===== src/rtl/sram_bus_arbiter_if.sv =====
// Signal bundle between the CPU fetch/data ports, the SRAM arbiter and the board SRAM pins.
// The arbiter uses the slave view; the CPU/pin side uses the master view.
interface sram_bus_arbiter_if;
    logic        if_req;
    logic [31:0] if_addr;
    logic [31:0] if_rdata;
    logic        if_ack;

    logic        mem_req;
    logic        mem_we;
    logic [31:0] mem_addr;
    logic [3:0]  mem_sel;
    logic [31:0] mem_wdata;
    logic [31:0] mem_rdata;
    logic        mem_ack;

    logic [19:0] ram_addr;
    logic [3:0]  ram_be_n;
    logic [1:0]  ram_ce_n;
    logic        ram_oe_n;
    logic        ram_we_n;
    logic [31:0] ram_dout;
    logic        ram_dout_en;
    logic [31:0] base_ram_din;
    logic [31:0] ext_ram_din;

    modport slave (
        input  if_req, if_addr, mem_req, mem_we, mem_addr, mem_sel, mem_wdata,
               base_ram_din, ext_ram_din,
        output if_rdata, if_ack, mem_rdata, mem_ack,
               ram_addr, ram_be_n, ram_ce_n, ram_oe_n, ram_we_n, ram_dout, ram_dout_en
    );

    modport master (
        output if_req, if_addr, mem_req, mem_we, mem_addr, mem_sel, mem_wdata,
               base_ram_din, ext_ram_din,
        input  if_rdata, if_ack, mem_rdata, mem_ack,
               ram_addr, ram_be_n, ram_ce_n, ram_oe_n, ram_we_n, ram_dout, ram_dout_en
    );
endinterface


===== src/rtl/sram_bus_arbiter.sv =====
// Shares the base/ext SRAM pair between the IF and MEM ports (MEM wins), with registered
// strobes, programmable wait states and a one-cycle ack per access.
//
// state    | meaning
// IDLE     | strobes off, grant sampled here
// RD       | CE/OE low for RD_WAIT cycles, data captured on the last one
// WR_SETUP | CE low and data driven before WE falls
// WR_PULSE | WE low for WR_WAIT cycles
// WR_HOLD  | WE high, CE and data held
// DONE     | strobes off, owner's ack high (bus turnaround)
module sram_bus_arbiter #(
    parameter int RD_WAIT = 2,
    parameter int WR_WAIT = 2
) (
    input  logic clk,
    input  logic rst,
    sram_bus_arbiter_if.slave bus
);

    typedef enum logic [2:0] {IDLE, RD, WR_SETUP, WR_PULSE, WR_HOLD, DONE} state_t;

    localparam logic [3:0] RD_CNT = 4'(RD_WAIT - 1);
    localparam logic [3:0] WR_CNT = 4'(WR_WAIT - 1);

    state_t      state_q, state_d;
    logic [3:0]  cnt_q, cnt_d;
    logic        own_mem_q, own_mem_d;
    logic [20:0] addr_q, addr_d;
    logic [3:0]  sel_q, sel_d;
    logic [31:0] wdata_q, wdata_d;
    logic [1:0]  ce_n_q, ce_n_d;
    logic        oe_n_q, oe_n_d;
    logic        we_n_q, we_n_d;
    logic [3:0]  be_n_q, be_n_d;
    logic        dout_en_q, dout_en_d;
    logic        if_ack_q, if_ack_d;
    logic        mem_ack_q, mem_ack_d;
    logic [31:0] if_rdata_q, if_rdata_d;
    logic [31:0] mem_rdata_q, mem_rdata_d;
    logic [31:0] din;
    logic [1:0]  bank_ce_n;
    logic        unused_addr_bits;

    // Upper and byte-offset address bits are decoded upstream.
    assign unused_addr_bits = ^{bus.if_addr[31:23], bus.if_addr[1:0],
                                bus.mem_addr[31:23], bus.mem_addr[1:0]};

    assign din = addr_q[20] ? bus.ext_ram_din : bus.base_ram_din;

    always_comb begin
        state_d     = state_q;
        cnt_d       = cnt_q;
        own_mem_d   = own_mem_q;
        addr_d      = addr_q;
        sel_d       = sel_q;
        wdata_d     = wdata_q;
        if_rdata_d  = if_rdata_q;
        mem_rdata_d = mem_rdata_q;
        case (state_q)
            IDLE: begin
                if (bus.mem_req) begin
                    own_mem_d = 1'b1;
                    addr_d    = bus.mem_addr[22:2];
                    sel_d     = bus.mem_sel;
                    wdata_d   = bus.mem_wdata;
                    if (bus.mem_we) begin
                        state_d = WR_SETUP;
                    end else begin
                        state_d = RD;
                        cnt_d   = RD_CNT;
                    end
                end else if (bus.if_req) begin
                    own_mem_d = 1'b0;
                    addr_d    = bus.if_addr[22:2];
                    sel_d     = 4'hF;
                    state_d   = RD;
                    cnt_d     = RD_CNT;
                end
            end
            RD: begin
                if (cnt_q == 4'd0) begin
                    state_d = DONE;
                    if (own_mem_q) mem_rdata_d = din;
                    else           if_rdata_d  = din;
                end else begin
                    cnt_d = cnt_q - 4'd1;
                end
            end
            WR_SETUP: begin
                state_d = WR_PULSE;
                cnt_d   = WR_CNT;
            end
            WR_PULSE: begin
                if (cnt_q == 4'd0) state_d = WR_HOLD;
                else               cnt_d   = cnt_q - 4'd1;
            end
            WR_HOLD: state_d = DONE;
            DONE:    state_d = IDLE;
            default: state_d = IDLE;
        endcase
    end

    // Strobes are decoded from the next state so the pins change on the same edge as the state.
    assign bank_ce_n = addr_d[20] ? 2'b01 : 2'b10;

    always_comb begin
        ce_n_d    = 2'b11;
        oe_n_d    = 1'b1;
        we_n_d    = 1'b1;
        be_n_d    = 4'hF;
        dout_en_d = 1'b0;
        if_ack_d  = 1'b0;
        mem_ack_d = 1'b0;
        case (state_d)
            RD: begin
                ce_n_d = bank_ce_n;
                oe_n_d = 1'b0;
                be_n_d = ~sel_d;
            end
            WR_SETUP, WR_HOLD: begin
                ce_n_d    = bank_ce_n;
                dout_en_d = 1'b1;
            end
            WR_PULSE: begin
                ce_n_d    = bank_ce_n;
                dout_en_d = 1'b1;
                we_n_d    = 1'b0;
                be_n_d    = ~sel_d;
            end
            DONE: begin
                mem_ack_d = own_mem_d;
                if_ack_d  = ~own_mem_d;
            end
            default: ;
        endcase
    end

    always_ff @(posedge clk or posedge rst) begin
        if (rst) begin
            state_q     <= IDLE;
            cnt_q       <= 4'd0;
            own_mem_q   <= 1'b0;
            addr_q      <= '0;
            sel_q       <= 4'h0;
            wdata_q     <= '0;
            ce_n_q      <= 2'b11;
            oe_n_q      <= 1'b1;
            we_n_q      <= 1'b1;
            be_n_q      <= 4'hF;
            dout_en_q   <= 1'b0;
            if_ack_q    <= 1'b0;
            mem_ack_q   <= 1'b0;
            if_rdata_q  <= '0;
            mem_rdata_q <= '0;
        end else begin
            state_q     <= state_d;
            cnt_q       <= cnt_d;
            own_mem_q   <= own_mem_d;
            addr_q      <= addr_d;
            sel_q       <= sel_d;
            wdata_q     <= wdata_d;
            ce_n_q      <= ce_n_d;
            oe_n_q      <= oe_n_d;
            we_n_q      <= we_n_d;
            be_n_q      <= be_n_d;
            dout_en_q   <= dout_en_d;
            if_ack_q    <= if_ack_d;
            mem_ack_q   <= mem_ack_d;
            if_rdata_q  <= if_rdata_d;
            mem_rdata_q <= mem_rdata_d;
        end
    end

    assign bus.ram_addr    = addr_q[19:0];
    assign bus.ram_dout    = wdata_q;
    assign bus.ram_ce_n    = ce_n_q;
    assign bus.ram_oe_n    = oe_n_q;
    assign bus.ram_we_n    = we_n_q;
    assign bus.ram_be_n    = be_n_q;
    assign bus.ram_dout_en = dout_en_q;
    assign bus.if_ack      = if_ack_q;
    assign bus.mem_ack     = mem_ack_q;
    assign bus.if_rdata    = if_rdata_q;
    assign bus.mem_rdata   = mem_rdata_q;

endmodule


===== src/flat_wrapper.sv =====
// flat-port wrapper written by rule: the top's interface ports become plain ports
module sram_bus_arbiter_flat 
#(
    parameter int RD_WAIT = 2,
    parameter int WR_WAIT = 2
)
  (clk, rst, bus_if_req, bus_if_addr, bus_mem_req, bus_mem_we, bus_mem_addr, bus_mem_sel, bus_mem_wdata, bus_base_ram_din, bus_ext_ram_din, bus_if_rdata, bus_if_ack, bus_mem_rdata, bus_mem_ack, bus_ram_addr, bus_ram_be_n, bus_ram_ce_n, bus_ram_oe_n, bus_ram_we_n, bus_ram_dout, bus_ram_dout_en);
  sram_bus_arbiter_if bus_i ();
  input  logic clk;
  input  logic rst;
  input wire logic [$bits(bus_i.if_req)-1:0] bus_if_req;
  input wire logic [$bits(bus_i.if_addr)-1:0] bus_if_addr;
  input wire logic [$bits(bus_i.mem_req)-1:0] bus_mem_req;
  input wire logic [$bits(bus_i.mem_we)-1:0] bus_mem_we;
  input wire logic [$bits(bus_i.mem_addr)-1:0] bus_mem_addr;
  input wire logic [$bits(bus_i.mem_sel)-1:0] bus_mem_sel;
  input wire logic [$bits(bus_i.mem_wdata)-1:0] bus_mem_wdata;
  input wire logic [$bits(bus_i.base_ram_din)-1:0] bus_base_ram_din;
  input wire logic [$bits(bus_i.ext_ram_din)-1:0] bus_ext_ram_din;
  output wire logic [$bits(bus_i.if_rdata)-1:0] bus_if_rdata;
  output wire logic [$bits(bus_i.if_ack)-1:0] bus_if_ack;
  output wire logic [$bits(bus_i.mem_rdata)-1:0] bus_mem_rdata;
  output wire logic [$bits(bus_i.mem_ack)-1:0] bus_mem_ack;
  output wire logic [$bits(bus_i.ram_addr)-1:0] bus_ram_addr;
  output wire logic [$bits(bus_i.ram_be_n)-1:0] bus_ram_be_n;
  output wire logic [$bits(bus_i.ram_ce_n)-1:0] bus_ram_ce_n;
  output wire logic [$bits(bus_i.ram_oe_n)-1:0] bus_ram_oe_n;
  output wire logic [$bits(bus_i.ram_we_n)-1:0] bus_ram_we_n;
  output wire logic [$bits(bus_i.ram_dout)-1:0] bus_ram_dout;
  output wire logic [$bits(bus_i.ram_dout_en)-1:0] bus_ram_dout_en;
  assign bus_i.if_req = bus_if_req;
  assign bus_i.if_addr = bus_if_addr;
  assign bus_i.mem_req = bus_mem_req;
  assign bus_i.mem_we = bus_mem_we;
  assign bus_i.mem_addr = bus_mem_addr;
  assign bus_i.mem_sel = bus_mem_sel;
  assign bus_i.mem_wdata = bus_mem_wdata;
  assign bus_i.base_ram_din = bus_base_ram_din;
  assign bus_i.ext_ram_din = bus_ext_ram_din;
  assign bus_if_rdata = bus_i.if_rdata;
  assign bus_if_ack = bus_i.if_ack;
  assign bus_mem_rdata = bus_i.mem_rdata;
  assign bus_mem_ack = bus_i.mem_ack;
  assign bus_ram_addr = bus_i.ram_addr;
  assign bus_ram_be_n = bus_i.ram_be_n;
  assign bus_ram_ce_n = bus_i.ram_ce_n;
  assign bus_ram_oe_n = bus_i.ram_oe_n;
  assign bus_ram_we_n = bus_i.ram_we_n;
  assign bus_ram_dout = bus_i.ram_dout;
  assign bus_ram_dout_en = bus_i.ram_dout_en;
  sram_bus_arbiter #(.RD_WAIT(RD_WAIT), .WR_WAIT(WR_WAIT)) u_core (.clk(clk), .rst(rst), .bus(bus_i));
endmodule

===== config.mk =====
export PLATFORM = sky130hd
export DESIGN_NAME = sram_bus_arbiter_flat
export DESIGN_NICKNAME = d
export VERILOG_FILES = /design/src/rtl/sram_bus_arbiter_if.sv /design/src/rtl/sram_bus_arbiter.sv /design/src/flat_wrapper.sv
export SDC_FILE = /design/constraint.sdc
export NUM_CORES = 1
export LEC_CHECK = 0
export ABC_AREA = 1
export BUFFER_PORTS_ARGS = -buffer_cell sky130_fd_sc_hd__buf_2
export CELL_PAD_IN_SITES_DETAIL_PLACEMENT = 1
export CELL_PAD_IN_SITES_GLOBAL_PLACEMENT = 1
export CORE_MARGIN = 2
export CORE_UTILIZATION = 35
export CTS_CLUSTER_DIAMETER = 200
export DETAILED_ROUTE_END_ITERATION = 12
export PLACE_DENSITY = 0.95
export REMOVE_ABC_BUFFERS = 1
export SYNTH_ARGS = -nofsm -noshare
export SYNTH_HDL_FRONTEND = slang
export SYNTH_SLANG_ARGS = --single-unit

===== constraint.sdc =====
create_clock -name clk -period 11.4 [get_ports clk]
set_input_delay 0 -clock clk [delete_from_list [all_inputs] [get_ports clk]]
set_output_delay 0 -clock clk [all_outputs]
set_load 0.02 [all_outputs]

**Yosys cells after proc, flatten, opt, wreduce, memory -nomap -nowiden**

Cells that the tools add are included.

- Bits in registers: 140
- Input port bits: 169
- Output and inout port bits: 127
- Logic and storage cells: 74

- $add $sub $neg: 1
- Equal/unequal tests: 12
- Mux-type cells: 29
- Bitwise logic cells: 3
- Reductions and logical operators: 13

Operator list:

| operator | count |
|---|---|
| two-way mux 21 bit | 3 |
| two-way mux 32 bit | 1 |
| two-way mux 4 bit | 8 |
| case mux 3 bit (5 select lines) | 1 |
| == test 3 x 2 -> 1 bit, second input constant | 4 |
| two-way mux 3 bit | 4 |
| case mux 4 bit (3 select lines) | 1 |
| == test 3 bit, second input constant | 3 |
| two-way mux 1 bit | 8 |
| == test 3 x 1 -> 1 bit, second input constant | 2 |
| two-way mux 2 bit | 3 |
| != test 3 bit, second input constant | 2 |
| AND reduction 3 bit | 2 |
| logical NOT 4 bit | 1 |
| inverter 4 bit | 1 |
| AND reduction 2 bit | 2 |
| AND reduction 4 bit | 1 |
| OR reduction 2 bit | 2 |
| OR reduction 4 bit | 1 |
| subtractor 4 x 1 -> 4 bit, second input constant | 1 |
| logical NOT 3 bit | 1 |
| nonzero test 3 bit | 1 |
| OR reduction 3 bit | 1 |
| != test 2 bit, second input constant | 1 |
| other kinds (2) | 3 |

**Logic depth before layout (Yosys ltp)**

Gate-level depths: netlist (run 1).

- Depth after elaboration: 6
- Gate-level depth with buffers: 9
- Gate-level depth less buffers: 8

**Least setup slack after synthesis (run 1)**

Ideal clock, no wire load.

- Kind: register to register
- Start point: register u_core.cnt_q[0]
- End point: register u_core.if_rdata_q[20] (netlist: u_core.bus.if_rdata[20])
- Library setup time: 0.121 ns
- Arrival time: 1.426 ns
- Required time: 11.279 ns
- Setup slack: 9.853 ns
- Cell stages (with the launch flop): 10
- Path buffers: 2
- Period minus slack after synthesis: 1.547 ns
- Path through: dfrtp_1 > inv_1 > ha_1 > nand2_1 > nor2_2 > nand3_2 > buf_4 > buf_4 > o21ai_1 > nand2_1

- Cells in the longest elaborated chain, start to end: 2

Ends and longest elaborated chain:

| element | line | source |
|---|---|---|
| start: declaration | sram_bus_arbiter.sv:26 | `logic [3:0] cnt_q, cnt_d;` |
| start signal: assignment | sram_bus_arbiter.sv:157 | `cnt_q <= cnt_d;` |
| logical NOT 4 bit | sram_bus_arbiter.sv:81 | `if (cnt_q == 4'd0) begin` |
| AND reduction 3 bit (no line) | n/a |  |
| end signal: assignment | sram_bus_arbiter.sv:169 | `if_rdata_q <= if_rdata_d;` |
| end: declaration | sram_bus_arbiter.sv:38 | `logic [31:0] if_rdata_q, if_rdata_d;` |

No other way between the ends.
A chain may end at the register's enable or synchronous reset.

**Worst setup path after layout (run 1)**

- Start point: register u_core.state_q[2]
- End point: register u_core.addr_q[7]

- Cells in the longest elaborated chain, start to end: 2

Ends and longest elaborated chain:

| element | line | source |
|---|---|---|
| start: declaration | sram_bus_arbiter.sv:25 | `state_t state_q, state_d;` |
| start signal: assignment | sram_bus_arbiter.sv:156 | `state_q <= state_d;` |
| logical NOT 3 bit | sram_bus_arbiter.sv:59 | `case (state_q)` |
| AND reduction 2 bit (no line) | n/a |  |
| end signal: assignment | sram_bus_arbiter.sv:159 | `addr_q <= addr_d;` |
| end: declaration | sram_bus_arbiter.sv:28 | `logic [20:0] addr_q, addr_d;` |

No other way between the ends.

==> reports/metrics.cfg, run 1 <==
[run_status]
status=finished clean

[die]
core-area_sq_mm=0.0178
start_util_pct=35.5
chipHeight_um=138
rows=49
die_w_um=138
fp.dieArea_sq_mm=0.0192
num_io_pins=296

[sta]
final_max_slew_viol_count=0
slew-limit-headroom_pct=35.0
finalSetupViolations=0
tightestPinTransition_ps=975
period_minus_slack_ps=2650
max_freq_mhz=377
tns_ps=0
fin_worst_skew_ps=8.81
fin_crit_sh_pct=23.2
finalHoldViolations=0
grt_setup_unrepaired=false

[pwr]
pwr-share-comb_pct=47.3
swShare_pct=44.6
power.leakage_nw=5.28
p_int_w=0.00153
fin_total_pwr_w=0.00277
seqPwrFrac_pct=31.5
p_per_area_mw_per_mm2=288
clkPwrFrac_pct=21.2
vdd_drop_max_mv=0.135
p_switching_w=0.00123

[routing]
firstDrtPassIters=4
first_iter_violations=284
drcViolationCount=0
vias=6892
wirelength_um=26000
antenna_left=0
wire_per_inst_um=18.9
vias_per_cell=4.99

[synth]
yosysTopAreaCellShare_pct=52.2
ys_seq_area_share_pct=55.5
syn-cell-area_sq_mm=0.00633
ys_ff_latch=140
ys_top_cells_by_area=dfrtp_1 52%, nand2_1 22%, o21ai_1 4.7%, buf_4 3.7%, dfstp_2 3.3%
post_synth.cell_area_avg_sq_um=8.25
ys_warn_count=0
synth_top_area_cell=dfrtp_1
syn_inst=767
yosysUniqueCellTypes=26

[finish]
final_net_count=1306
fill_cells=2136
area_growth_pct=51.7
drive_above_1_share_pct=29.4
final_util_pct=53.8
final_cells=1380

[clock_tree]
clockRootBuffer=clkbuf_16
path_clk_slew_ps=60
clk_path_buf_depth=2
clock-sinks=140
numCtsBuffers=17
cts_tree=built
h-tree-depth=4
clk_latency_ps=410
post_cts_resized=0

[global_routing]
grt_pass1_vias=7673
grt_util_all_layers_pct=27.2
grt_max_degree=78
antenna_found_initial=2
grt-ovfl-total=0
grt_first_pass_wirelength_um=41700

[critical_path]
cp-start-kind=flop
cpMaxStageDelayCell=dlygate4sd3_1
required_ps=11740
slowest_delay_ps=620
path_cells=inv_2 > nand2_2 > nor2_2 > nand2_2 > a21oi_1 > dlygate4sd3_1 > a21o_1
reg2reg_to=u_core.addr_q[7]
path_common_cell=nand2_2
worstReg2RegStart=u_core.state_q[2]
reg2regPathDepth=7
r2r_slack_ps=8750
critPathMaxFanout=45
cp.arrival_ps=2990
crit_type=reg2reg
crit_path_end_kind=flop

[place]
place_inst=1215
io_buffers=273
dp_hpwl_um=14100
gp_congestion=0.775

[min_path]
min_path_cells=5
min_path_type=in2reg
min-delay-start=bus_ext_ram_din[18]
min_to=u_core.bus.if_rdata[18]

[flow_run]
cap_violations=0

## sequential cells by signal (all words and copies together) (netlist names), 2 cells and up
signal	count
u_core.sel_q	4
u_core.bus.ram_be_n	4
u_core.bus.mem_rdata	32
u_core.addr_q	21
u_core.state_q	3
u_core.cnt_q	4
u_core.bus.ram_dout	32
u_core.bus.if_rdata	32
u_core.bus.ram_ce_n	2
## worst max path at each step
| stage | from | end | slack, ps | cells past startpoint |
|---|---|---|---|---|
| 6_report | u_core.state_q[2] | u_core.addr_q[7] | 8750 | 7 |
| 3_3_place_gp | bus_mem_req | u_core.sel_q[1] | 8760 | 6 |
| 2_1_floorplan | rst | u_core.addr_q[0] | 7660 | 1 |
| 3_5_place_dp | bus_mem_req | u_core.sel_q[0] | 8690 | 6 |
| 5_1_grt | u_core.state_q[1] | u_core.bus.ram_be_n[2] | 8570 | 7 |
| 4_1_cts | u_core.cnt_q[0] | u_core.bus.if_rdata[18] | 8830 | 10 |
## worst max-delay path, delay by kind of cell (launching register included)
kind                   cells  cell delay, ps
AND/OR/NAND/NOR            3             860
buffers and inverters      2             750
AO/OA/AOI/OAI              2             520
flip-flops                 1             440
## metal layers
metal  GRT usage [%]  up-vias  share of wire, %
li1                -     3145                 -
met1            31.0     3401                39
met2            48.6      283                51
met3            6.72       63               5.9
met4            11.7        0               3.4
met5               0        -                 0
## area by class of cell
class	instances	area (sq um)	area share (%)
antenna	2	5.00	0.0521
clock buffer	23	488	5.08
clock inverter	9	133	1.38
inverter	24	95.1	0.991
multi-input combinational	541	2340	24.4
sequential	140	3510	36.6
tap	229	287	2.99
timing repair buffer	412	2740	28.5
## power by group through the flow
stage,Clock [W],Sequential [W],Combinational [W]
final,0.000586,0.000872,0.00131
after global routing,0.000613,0.000898,0.00142
after CTS,0.000591,0.000858,0.00126
after detailed placement,0,0.000862,0.00116
after global placement,0,0.000847,0.00111
after floorplan,0,0.00114,0.000421
## layout by cell type (no fill, tap or decap), drive strengths merged
cell         Yosys  final
nand3b           1      1
clkinvlp         0      2
nand4            2      2
or2              1      1
a21oi           25     25
o22ai            1      1
dfstp            8      8
a21o            20     20
diode            0      2
buf             43    281
clkbuf          19     23
clkinv           0      2
xor2             1      1
nand2          368    368
dlygate4sd3      0    131
nand3           30     30
o21ai           70     70
bufinv           0      3
dfrtp          132    132
nor2            21     21
inv             24     26
ha               1      1
## stage by stage
stage / area (sq um) / worst slack, ps / hold WS, ps
5_1_grt: 9600 / 8570 / 24.0
6_report: 9600 / 8750 / 19.3
2_1_floorplan: 5940 / 7660 / 117
3_5_place_dp: 7660 / 8690 / 109
4_1_cts: 9590 / 8830 / 0.553
3_3_place_gp: 7660 / 8760 / 111
## kinds of logic after synthesis
kind of cell	Yosys count	share of synthesized area [%]
compound gates	116	10.2
xor+xnor	1	0.138
fa+ha+maj	1	0.198
buf+inv	86	7.48
flops	140	55.5
simple gates	423	26.4
## cell usage after synthesis
cell type	n
o22ai_1	1
buf_4	31
xor2_1	1
buf_2	9
nor2_2	4
a21oi_2	4
or2_2	1
o21ai_1	60
nand3_1	29
nor2_4	2
inv_2	4
a21o_1	20
nand2_2	2
nand3_2	1
nor2_1	15
dfstp_2	8
a21oi_1	21
o21ai_0	10
clkbuf_1	19
dfrtp_1	132
nand2_1	366
buf_6	3
nand4_1	2
inv_1	20
nand3b_1	1
ha_1	1
## repair_timing
item	4_1_cts	5_1_grt
endpoints found under the setup margin	0	0
setup buffers	0	0
hold buffers	131	0
endpoints found under the hold margin	188	0
No activity file was read; power rests on OpenSTA's default activity.
==> inputs of run 2 (changes only) <==
--- a/config.mk
+++ b/config.mk
@@ -5,15 +5,15 @@
 export SDC_FILE = /design/constraint.sdc
 export NUM_CORES = 1
 export LEC_CHECK = 0
-export ABC_AREA = 1
+export ABC_AREA = 0
 export BUFFER_PORTS_ARGS = -buffer_cell sky130_fd_sc_hd__buf_2
 export CELL_PAD_IN_SITES_DETAIL_PLACEMENT = 1
 export CELL_PAD_IN_SITES_GLOBAL_PLACEMENT = 1
 export CORE_MARGIN = 2
-export CORE_UTILIZATION = 35
+export CORE_UTILIZATION = 34
 export CTS_CLUSTER_DIAMETER = 200
 export DETAILED_ROUTE_END_ITERATION = 12
-export PLACE_DENSITY = 0.95
+export PLACE_DENSITY = 0.91
 export REMOVE_ABC_BUFFERS = 1
 export SYNTH_ARGS = -nofsm -noshare
 export SYNTH_HDL_FRONTEND = slang
==> constraint.sdc (replaced) <==
create_clock -name clk -period 2.47 [get_ports clk]
set_input_delay 0 -clock clk [delete_from_list [all_inputs] [get_ports clk]]
set_output_delay 0 -clock clk [all_outputs]
set_load 0.02 [all_outputs]
==> reports/metrics.cfg, run 2 <==
[run_status]
status=finished clean  ; unchanged

[sta]
finalHoldViolations=0  ; unchanged
fin_worst_skew_ps=10.4  ; was 8.81 ps
fin_crit_sh_pct=91.9  ; was 23.2%
final_max_slew_viol_count=0  ; unchanged
tightestPinTransition_ps=847  ; was 975 ps
worst_slack_ps=199  ; was 8750 ps
finalSetupViolations=0  ; unchanged
slew-limit-headroom_pct=43.1  ; was 35.0%
grt_setup_unrepaired=false  ; unchanged
max_freq_mhz=440  ; was 377 MHz
period_minus_slack_ps=2270  ; was 2650 ps

[global_routing]
antenna_found_initial=1  ; was 2
grt_first_pass_wirelength_um=38000  ; was 41700 um
grt_max_degree=65  ; was 78
grt-ovfl-total=0  ; unchanged
grt_util_all_layers_pct=26.5  ; was 27.2%
grt_pass1_vias=6915  ; was 7673

[critical_path]
r2r_slack_ps=200  ; was 8750 ps
slowest_delay_ps=570  ; was 620 ps
reg2reg_to=u_core.addr_q[19]  ; was u_core.addr_q[7]
path_cells=or3_4 > buf_4 > a22oi_1 > o21ai_0 > dlygate4sd3_1  ; was inv_2 > nand2_2 > nor2_2 > nand2_2 > a21oi_1 > dlygate4sd3_1 > a21o_1
critPathMaxFanout=22  ; was 45
cp.arrival_ps=2560  ; was 2990 ps
reg2regPathDepth=5  ; was 7
crit_path_end_kind=flop  ; unchanged
crit_type=reg2reg  ; unchanged
path_delay_family=buffers and inverters  ; was simple AND/OR/NAND/NOR gates
critPathLaunch=u_core.state_q[2]  ; unchanged
cpMaxStageDelayCell=dlygate4sd3_1  ; unchanged
critPathBufInv=2  ; unchanged
cp-start-kind=flop  ; unchanged
worstReg2RegStart=u_core.state_q[2]  ; unchanged
path_depth=5  ; was 7
required_ps=2760  ; was 11740 ps
cp-endpoint=u_core.addr_q[19]  ; was u_core.addr_q[7]

[pwr]
p_switching_w=0.00539  ; was 0.00123 W
power.leakage_nw=4.68  ; was 5.28 nW
swShare_pct=42.6  ; was 44.6%
pwr-share-comb_pct=45.9  ; was 47.3%
seqPwrFrac_pct=32.8  ; was 31.5%
fin_total_pwr_w=0.0126  ; was 0.00277 W
p_per_area_mw_per_mm2=1320  ; was 288 mW/mm^2
p_int_w=0.00726  ; was 0.00153 W
clkPwrFrac_pct=21.3  ; was 21.2%
vdd_drop_max_mv=0.496  ; was 0.135 mV

[synth]
yosysUniqueCellTypes=39  ; was 26
synth_most_common_cell=nand2_1  ; unchanged
syn_inst=610  ; was 767
synth_edf_count=0  ; unchanged
synth.top_cells.by_count=141 x nand2_1, 132 x dfrtp_1, 58 x o21ai_0  ; was 366 x nand2_1, 132 x dfrtp_1, 60 x o21ai_1
post_synth.cell_area_avg_sq_um=9.93  ; was 8.25 sq um
synth-main-ff-cell=dfrtp_1  ; unchanged
ys_top_cells_by_area=dfrtp_1 55%, nand2_1 8.7%, mux2i_1 5.3%, o21ai_0 4.8%, dfstp_2 3.5%  ; was dfrtp_1 52%, nand2_1 22%, o21ai_1 4.7%, buf_4 3.7%, dfstp_2 3.3%
synthArstFlopShare_pct=100  ; unchanged
yosysTopAreaCellShare_pct=54.6  ; was 52.2%
ys_seq_area_share_pct=58.0  ; was 55.5%
ys_warn_count=0  ; unchanged
synth_top_area_cell=dfrtp_1  ; unchanged
ys_ff_latch=140  ; unchanged
syn-cell-area_sq_mm=0.00605  ; was 0.00633 sq mm

[die]
die_w_um=137  ; was 138 um
num_io_pins=296  ; unchanged
fp.dieArea_sq_mm=0.0189  ; was 0.0192 sq mm
chipHeight_um=137  ; was 138 um
start_util_pct=34.9  ; was 35.5%
core-area_sq_mm=0.0174  ; was 0.0178 sq mm
rows=48  ; was 49

[finish]
mostFrequentLayoutCell=buf_2  ; was nand2_1
postLayoutCellArea_sq_mm=0.00956  ; was 0.00960 sq mm
final_net_count=1167  ; was 1306
area_growth_pct=58.0  ; was 51.7%
fill_cells=1949  ; was 2136
drive_above_1_share_pct=33.4  ; was 29.4%
final_util_pct=55.1  ; was 53.8%
final_cell_mix=273 x buf_2, 144 x dlygate4sd3_1, 141 x nand2_1  ; was 366 x nand2_1, 273 x buf_2, 132 x dfrtp_1

[clock_tree]
clk_latency_ps=410  ; about the same
numCtsBuffers=17  ; unchanged
cts_tree=built  ; unchanged
post_cts_buffers=0  ; unchanged
clockRootBuffer=clkbuf_16  ; unchanged
clock-sinks=140  ; unchanged
clk_path_buf_depth=2  ; unchanged
path_clk_slew_ps=50  ; was 60 ps
h-tree-depth=4  ; unchanged

[routing]
wire_per_inst_um=20.5  ; was 18.9 um
drcViolationCount=0  ; unchanged
first_iter_violations=302  ; was 284
wirelength_um=25400  ; was 26000 um
vias=6288  ; was 6892
vias_per_cell=5.09  ; was 4.99
antenna_left=0  ; unchanged
firstDrtPassIters=4  ; unchanged

[place]
dp_hpwl_um=13700  ; was 14100 um
place_area_sq_mm=0.00749  ; was 0.00766 sq mm
io_buffers=273  ; unchanged
gp_congestion=0.755  ; was 0.775
dp_slack_ps=434  ; was 8690 ps

[flow_run]
cap_violations=0  ; unchanged

[min_path]
min_path_type=in2reg  ; unchanged

==> run 2: cell count changes in the layout (fill, tap and decap cells not counted), sizes merged, moves of 18 or more <==
cell / change
nor2b: +23
nor2: +20
inv: -19
a22oi: +20
nand3: -30
nand2: -226
a21o: -18
a31oi: +21
mux2i: +32
==> run 2: worst min-delay path: stages <==
cell and delay, ps:
buf_2 100, mux2i_1 100, o21ai_0 200
==> run 2: final cells by class <==
type	count	area [sq um]	area share [%]
Multi-Input combinational cell	403	2160	22.6
Sequential cell	140	3520	36.8
Clock buffer	23	488	5.10
Clock inverter	9	133	1.39
Timing Repair Buffer	430	2960	30.9
Inverter	5	23.8	0.249
Antenna cell	1	2.50	0.0262
Tap cell	225	282	2.94
==> run 2: worst min-delay path by stage <==
stage,slack [ps],start,end,depth (start not counted)
floorplan,110,bus_mem_wdata[0],u_core.bus.ram_dout[0],2
global placement,110,rst,u_core.bus.mem_rdata[7],2
detailed placement,110,rst,u_core.bus.if_rdata[10],2
CTS,20,bus_ext_ram_din[18],u_core.bus.if_rdata[18],3
global route,40,bus_base_ram_din[5],u_core.bus.if_rdata[5],3
finish,40,bus_base_ram_din[5],u_core.bus.if_rdata[5],3
==> run 2: power by group through the flow <==
stage	Combinational, W	Sequential, W	Clock (W)
finish	0.00581	0.00414	0.00269
global route	0.00626	0.00425	0.00283
CTS	0.00550	0.00401	0.00273
detailed placement	0.00509	0.00403	0
global placement	0.00485	0.00396	0
floorplan	0.00185	0.00526	0
==> run 2: logic make-up (layout without fill, tap and decap cells) <==
kind of cell | Yosys count | count (layout) | share of synthesized area (%)
AND/OR/NAND/NOR | 220 | 220 | 15.8
AO/OA/AOI/OAI | 150 | 150 | 14.3
buffers and inverters | 67 | 467 | 6.34
adder cells (fa/ha/maj) | 1 | 1 | 0.207
other | 0 | 1 | 0
multiplexers | 32 | 32 | 5.29
flip-flops | 140 | 140 | 58.0
==> run 2: timing repair <==
action                                  in CTS  in global routing
hold buffers                               144                  0
hold endpoints to repair                   176                  0
endpoints found under the setup margin       0                  5
gates resized for setup                      0                  2
==> run 2: routing by layer <==
layer	wire [um]	vias to the layer above	global-route usage [%]
met1	10000	3118	30.8
met3	2210	44	8.13
met2	12600	310	46.5
met4	611	0	8.53
li1	-	2816	-
met5	0	-	0
==> run 2: stage by stage <==
stage               setup TNS [ps]  hold slack [ps]  cells
CTS                              0             16.8   1235
floorplan                  -179210              105    548
global placement                 0              113   1059
finish                           0             39.1   1236
detailed placement               0              112   1059
global route                     0             38.7   1236
